### config.mk
export PLATFORM = sky130hd
export DESIGN_NAME = uart_tx_arbiter
export DESIGN_NICKNAME = d
export VERILOG_FILES = /design/src/rtl/uart_arb_pkg.sv /design/src/rtl/sync_fifo.sv /design/src/rtl/uart_tx_arbiter.sv
export SDC_FILE = /design/constraint.sdc
export NUM_CORES = 1
export LEC_CHECK = 0
export BUFFER_PORTS_ARGS = -buffer_cell sky130_fd_sc_hd__buf_2
export CAP_MARGIN = 20
export CORE_MARGIN = 3
export CORE_UTILIZATION = 55
export DETAILED_ROUTE_END_ITERATION = 6
export GPL_TIMING_DRIVEN = 1
export PLACE_DENSITY = 0.8
export SLEW_MARGIN = 20
export SYNTH_ARGS = -nofsm -noshare
export SYNTH_HDL_FRONTEND = slang
export SYNTH_SLANG_ARGS = --single-unit
### constraint.sdc
create_clock -name clk -period 3.35 [get_ports clk]
set_clock_uncertainty 0.15 [all_clocks]
set_input_delay 0.67 -clock clk [delete_from_list [all_inputs] [get_ports clk]]
set_output_delay 0.67 -clock clk [all_outputs]
set_load 0.05 [all_outputs]
### src/rtl/uart_arb_pkg.sv
// Shared types and constants for the three-source UART TX arbiter.
package uart_arb_pkg;

  localparam int unsigned NUM_SRC    = 3;
  localparam logic [7:0]  TAG_BASE   = 8'hA0;
  localparam logic [1:0]  GRANT_NONE = 2'd3;

  typedef enum logic [1:0] {
    StIdle,
    StTag,
    StData
  } arb_state_e;

  // Round-robin successor over the source indices 0..NUM_SRC-1.
  function automatic logic [1:0] rr_next(input logic [1:0] idx);
    return (idx >= 2'(NUM_SRC - 1)) ? 2'd0 : idx + 2'd1;
  endfunction

endpackage

### src/rtl/sync_fifo.sv
// Single-clock FIFO with a combinational head; a push into a full FIFO
// is taken only when the same cycle pops.
module sync_fifo #(
  parameter int unsigned WIDTH = 8,
  parameter int unsigned DEPTH = 8
) (
  input  logic             clk,
  input  logic             rst,
  input  logic             push,
  input  logic             pop,
  input  logic [WIDTH-1:0] wdata,
  output logic             full,
  output logic             empty,
  output logic [WIDTH-1:0] head
);

  localparam int unsigned PtrW = $clog2(DEPTH);

  logic [WIDTH-1:0] mem_q [DEPTH];
  logic [PtrW-1:0]  wr_ptr_q, rd_ptr_q;
  logic [PtrW:0]    count_q;
  logic             do_push, do_pop;

  assign full    = (count_q == (PtrW + 1)'(DEPTH));
  assign empty   = (count_q == '0);
  assign head    = mem_q[rd_ptr_q];
  assign do_pop  = pop && !empty;
  assign do_push = push && (!full || do_pop);

  always_ff @(posedge clk) begin
    if (do_push) begin
      mem_q[wr_ptr_q] <= wdata;
    end
  end

  always_ff @(posedge clk) begin
    if (rst) begin
      wr_ptr_q <= '0;
      rd_ptr_q <= '0;
      count_q  <= '0;
    end else begin
      if (do_push) wr_ptr_q <= wr_ptr_q + 1'b1;
      if (do_pop)  rd_ptr_q <= rd_ptr_q + 1'b1;
      if (do_push && !do_pop) begin
        count_q <= count_q + 1'b1;
      end else if (do_pop && !do_push) begin
        count_q <= count_q - 1'b1;
      end
    end
  end

endmodule

### src/rtl/uart_tx_arbiter.sv
// Round-robin arbiter merging three byte streams onto one UART TX port,
// optionally prefixing each byte with a source tag.
module uart_tx_arbiter
  import uart_arb_pkg::*;
#(
  parameter int unsigned WIDTH  = 8,
  parameter int unsigned DEPTH  = 8,
  parameter bit          TAG_EN = 1'b1
) (
  input  logic                      clk,
  input  logic                      rst,
  input  logic [2:0][WIDTH-1:0]     src_data,
  input  logic [2:0]                src_valid,
  input  logic [2:0]                src_enable,
  output logic [WIDTH-1:0]          tx_data,
  output logic                      tx_valid,
  input  logic                      tx_ready,
  output logic [1:0]                grant,
  output logic [2:0]                drop_flags,
  output logic [15:0]               drop_count
);

  arb_state_e state_q, state_d;
  logic [1:0]       grant_q, grant_d;
  logic [1:0]       last_grant_q, last_grant_d;
  logic             tx_valid_q, tx_valid_d;
  logic [WIDTH-1:0] tx_data_q, tx_data_d;
  logic [2:0]       drop_flags_q;
  logic [15:0]      drop_count_q, drop_count_d;

  logic [NUM_SRC-1:0]            push_req, push, pop, drop, full, empty, eligible;
  logic [NUM_SRC-1:0][WIDTH-1:0] head;
  logic [1:0]                    n_drop;
  logic [16:0]                   drop_sum;
  logic                          sel_found;
  logic [1:0]                    sel_idx, cand;

  for (genvar i = 0; i < NUM_SRC; i++) begin : g_fifo
    sync_fifo #(
      .WIDTH (WIDTH),
      .DEPTH (DEPTH)
    ) u_fifo (
      .clk   (clk),
      .rst   (rst),
      .push  (push[i]),
      .pop   (pop[i]),
      .wdata (src_data[i]),
      .full  (full[i]),
      .empty (empty[i]),
      .head  (head[i])
    );
  end

  assign eligible = ~empty & src_enable;
  assign push_req = src_valid & src_enable;
  assign drop     = push_req & full & ~pop;
  assign push     = push_req & ~drop;

  always_comb begin
    n_drop       = 2'(drop[0]) + 2'(drop[1]) + 2'(drop[2]);
    drop_sum     = {1'b0, drop_count_q} + 17'(n_drop);
    drop_count_d = drop_sum[16] ? 16'hFFFF : drop_sum[15:0];
  end

  always_comb begin
    state_d      = state_q;
    grant_d      = grant_q;
    last_grant_d = last_grant_q;
    tx_valid_d   = tx_valid_q;
    tx_data_d    = tx_data_q;
    pop          = '0;
    sel_found    = 1'b0;
    sel_idx      = 2'd0;
    cand         = last_grant_q;

    // Search starts just after the last served source, so it is considered last.
    for (int k = 0; k < NUM_SRC; k++) begin
      cand = rr_next(cand);
      if (!sel_found && eligible[cand]) begin
        sel_found = 1'b1;
        sel_idx   = cand;
      end
    end

    unique case (state_q)
      StIdle: begin
        if (sel_found) begin
          grant_d    = sel_idx;
          tx_valid_d = 1'b1;
          if (TAG_EN) begin
            state_d   = StTag;
            tx_data_d = WIDTH'(TAG_BASE) | WIDTH'(sel_idx);
          end else begin
            state_d   = StData;
            tx_data_d = head[sel_idx];
          end
        end
      end
      StTag: begin
        if (tx_ready) begin
          state_d   = StData;
          tx_data_d = head[grant_q];
        end
      end
      StData: begin
        if (tx_ready) begin
          pop[grant_q] = 1'b1;
          last_grant_d = grant_q;
          state_d      = StIdle;
          tx_valid_d   = 1'b0;
          grant_d      = GRANT_NONE;
        end
      end
      default: state_d = StIdle;
    endcase
  end

  always_ff @(posedge clk) begin
    if (rst) begin
      state_q      <= StIdle;
      grant_q      <= GRANT_NONE;
      last_grant_q <= 2'(NUM_SRC - 1);
      tx_valid_q   <= 1'b0;
      tx_data_q    <= '0;
      drop_flags_q <= '0;
      drop_count_q <= '0;
    end else begin
      state_q      <= state_d;
      grant_q      <= grant_d;
      last_grant_q <= last_grant_d;
      tx_valid_q   <= tx_valid_d;
      tx_data_q    <= tx_data_d;
      drop_flags_q <= drop_flags_q | drop;
      drop_count_q <= drop_count_d;
    end
  end

  assign tx_valid   = tx_valid_q;
  assign tx_data    = tx_data_q;
  assign grant      = grant_q;
  assign drop_flags = drop_flags_q;
  assign drop_count = drop_count_q;

endmodule

==> flow_summary.yaml <==
run_status:
  status: "finished, final reports clean"
power:
  swShare: 0.242
  combPwrFrac: 0.103
  power.switching_uw: 1720
  power.share.sequential: 0.517
  clkPwrFrac: 0.381
  power_uw: 7120
  vdd_drop_max_uv: 399
  p_per_area_mw_per_mm2: 567
  p_int_uw: 5400
  power_leakage_uw: 0.00436
global_route:
  grt_max_degree: 40
  grt_antenna_before_repair: 2
  grt_usage: 0.216
  grt_pass1_wl_mm: 37.1
  grt_pass1_vias: 6760
  grt-ovfl-total: 0
sta:
  period_minus_slack_ns: 3.21
  maxSlewViolCount: 0
  min_period_over_period: 0.959
  rsz0062_at_grt: "no"
  relSlewSlack: 0.460
  setup_viol: 0
  worstMarginPinSlew_ns: 0.809
  timing.fmax_mhz: 311
  final-hold-violation-count: 0
clocking:
  hold_buffers: 0
  post_cts_buffers: 0
  cts.clk_slew.worst_paths_ns: 0.06
  cts_made_buffers: 26
  root_buffer: "clkbuf_16"
  cts.path.max_buffers: 3
  cts_resized: 0
  clock_latency_ns: 0.53
  clkSinkCount: 265
  htree_num_levels: 1
  cts_tree: "built"
critical_path:
  timing.rr.end: "drop_count[15]$_SDFF_PP0_"
  cp_cell_sequence: "nand2b_1, o211ai_2, nor2_2, fa_1, ha_1, fa_1, nand3_1, nor4_2, and2_2, buf_4, nor3_1, a211oi_1"
  cp_max_fo: 5
  endpoint: "drop_count[15]$_SDFF_PP0_"
  worstPathArrival_ns: 3.44
  cp_slowest_stage_delay_ns: 0.43
  path_depth: 12
  cp-startpoint: "grant[0]$_SDFFE_PP1P_"
  critical_path_class: "reg2reg"
  path_common_cell: "fa_1"
  critical-path-top-delay-family: "adder cells"
  slowest_stage: "fa_1"
  r2r.worst_path.cells: 12
  end_kind: "register"
  rr_startpoint: "grant[0]$_SDFFE_PP1P_"
  worst-path-buf-inv: 1
  r2r_setup_slack_ns: 0.14
  crit_required_ns: 3.57
  start_kind: "register"
run:
  drv_cap: 0
logic_synthesis:
  synth_warnings: 0
  syn_inst: 712
  synth_ff_type: "edfxtp_1"
  syn-mean-instance-area_um2: 15.3
  synth_top_area_cell: "edfxtp_1"
  synth-async-reset-ratio: 0
  ys_ff_latch: 265
  syn_nets: 767
  synth_cell_types: 71
  synth-edff-count: 192
  synth_area_leaders: "edfxtp_1 53%, dfxtp_1 13%, mux4_2 8.7%"
  yosys.area.top_type_share: 0.528
  netlist_area_mm2: 0.0109
  synth-seq-area-share: 0.662
layout:
  seqCellArea_mm2: 0.00723
  multiInputGateArea_mm2: 0.00348
  area_delta_synth_final_pct: 15.1
  finish.instance_area_mm2: 0.0126
  layout.nets: 878
  nFillCells: 1299
  final_common_cell: "edfxtp_1"
  antenna_cells: 0
  most-common-layout-cells: "192 x edfxtp_1, 72 x dfxtp_1, 66 x nor2_1"
  drive_above_1_share: 0.268
drt:
  wl_per_cell_um: 21.0
  drc: 0
  drt-pass1-iter-count: 5
  vias_per_cell: 5.90
  drt_wl_total_mm: 23.1
  ant_nets: 0
  dr_total_vias: 6506
  drt_iter0_markers: 585
place:
  gp_congestion: 0.814
  portBuffers: 62
  placed_area_mm2: 0.0118
  hpwl_mm: 15.5
die:
  core_area_mm2: 0.0191
  row_count: 50
  fp.dieW_um: 147
  start_util: 0.572
  die_area_mm2: 0.0216
  die_h_um: 147
  ioPinCount: 63
min_path:
  hp-class: "in2reg"
  worstHoldStart: "src_data[22]"
## cells in the mapped netlist, drive strengths merged, types with 3 or more instances
master,n
nand2b,15
or3,3
fa,5
dfxtp,73
ha,17
a21o,6
edfxtp,192
mux4,43
and3,5
nand2,28
and4,3
a211oi,6
inv,16
a21oi,36
buf,19
a22o,4
nor4,6
xnor2,17
nand3,9
nand3b,3
o41ai,4
o211ai,3
mux2,5
nor3,29
mux2i,24
xor2,13
clkbuf,9
o22ai,8
or2,4
nand4,3
nor2,69
o21ai,13
## logic make-up after synthesis
family,share of synthesized area
XOR/XNOR,0.0241
flip-flops,0.662
buffers and inverters,0.0207
adder cells (fa/ha/maj),0.0286
AO/OA/AOI/OAI,0.0602
multiplexers,0.116
AND/OR/NAND/NOR,0.0883
## sequential cells by signal, summed over array words and instances, names as in the netlist, named ones only
name,count
g_fifo.u_fifo.rd_ptr_q,9
g_fifo.u_fifo.count_q,12
grant,2
g_fifo.u_fifo.mem_q,192
drop_flags,3
tx_data,8
drop_count,16
last_grant_q,2
g_fifo.u_fifo.wr_ptr_q,9
tx_valid,1
state_q,2
## area by class of cell
class                   count  share of cell area
inverters                  16             0.00478
clock inverters            17             0.00866
well taps                 260              0.0259
clock buffers              31              0.0549
flip-flops and latches    265               0.575
repair buffers            111              0.0539
multi-input cells         403               0.277
## power by group through the flow
stage | combinational (uW) | clock (uW) | sequential, uW
after global placement | 684 | 0 | 3740
after floorplan | 393 | 0 | 3820
after CTS | 726 | 2760 | 3680
final | 731 | 2710 | 3680
after detailed placement | 720 | 0 | 3750
after global routing | 796 | 2880 | 3690
## routing by layer
layer	global-route usage	up-vias	wire, um
met4	0.0578	4	490
met1	0.293	3256	9270
met2	0.363	246	11500
met3	0.0432	38	1810
li1	-	2962	-
met5	0	-	21
## through the flow
stage                     setup TNS, ns   util  hold slack [ns]  std cells  setup slack (ns)
after floorplan                       0      -            0.325        712            0.0133
after global placement          -0.0607  0.616            0.298       1055           -0.0225
after detailed placement          -1.64  0.616            0.306       1055            -0.168
after CTS                             0  0.658            0.246       1103             0.104
after global routing                  0  0.659            0.263       1103            0.0137
final                                 0  0.659            0.264       1103             0.137
## how the worst min path moves through the flow
| stage | endpoint | cells past startpoint |
|---|---|---|
| 2_1_floorplan | g_fifo[1].u_fifo.wr_ptr_q[0]$_SDFFE_PP0P_ | 2 |
| 3_3_place_gp | drop_flags[2]$_SDFF_PP0_ | 2 |
| 3_5_place_dp | drop_flags[2]$_SDFF_PP0_ | 2 |
| 4_1_cts | g_fifo[1].u_fifo.mem_q[1][0]$_DFFE_PP_ | 1 |
| 5_1_grt | g_fifo[2].u_fifo.mem_q[3][6]$_DFFE_PP_ | 1 |
| 6_report | g_fifo[2].u_fifo.mem_q[3][6]$_DFFE_PP_ | 1 |
Note: power is estimated with default switching activity, not from simulation.
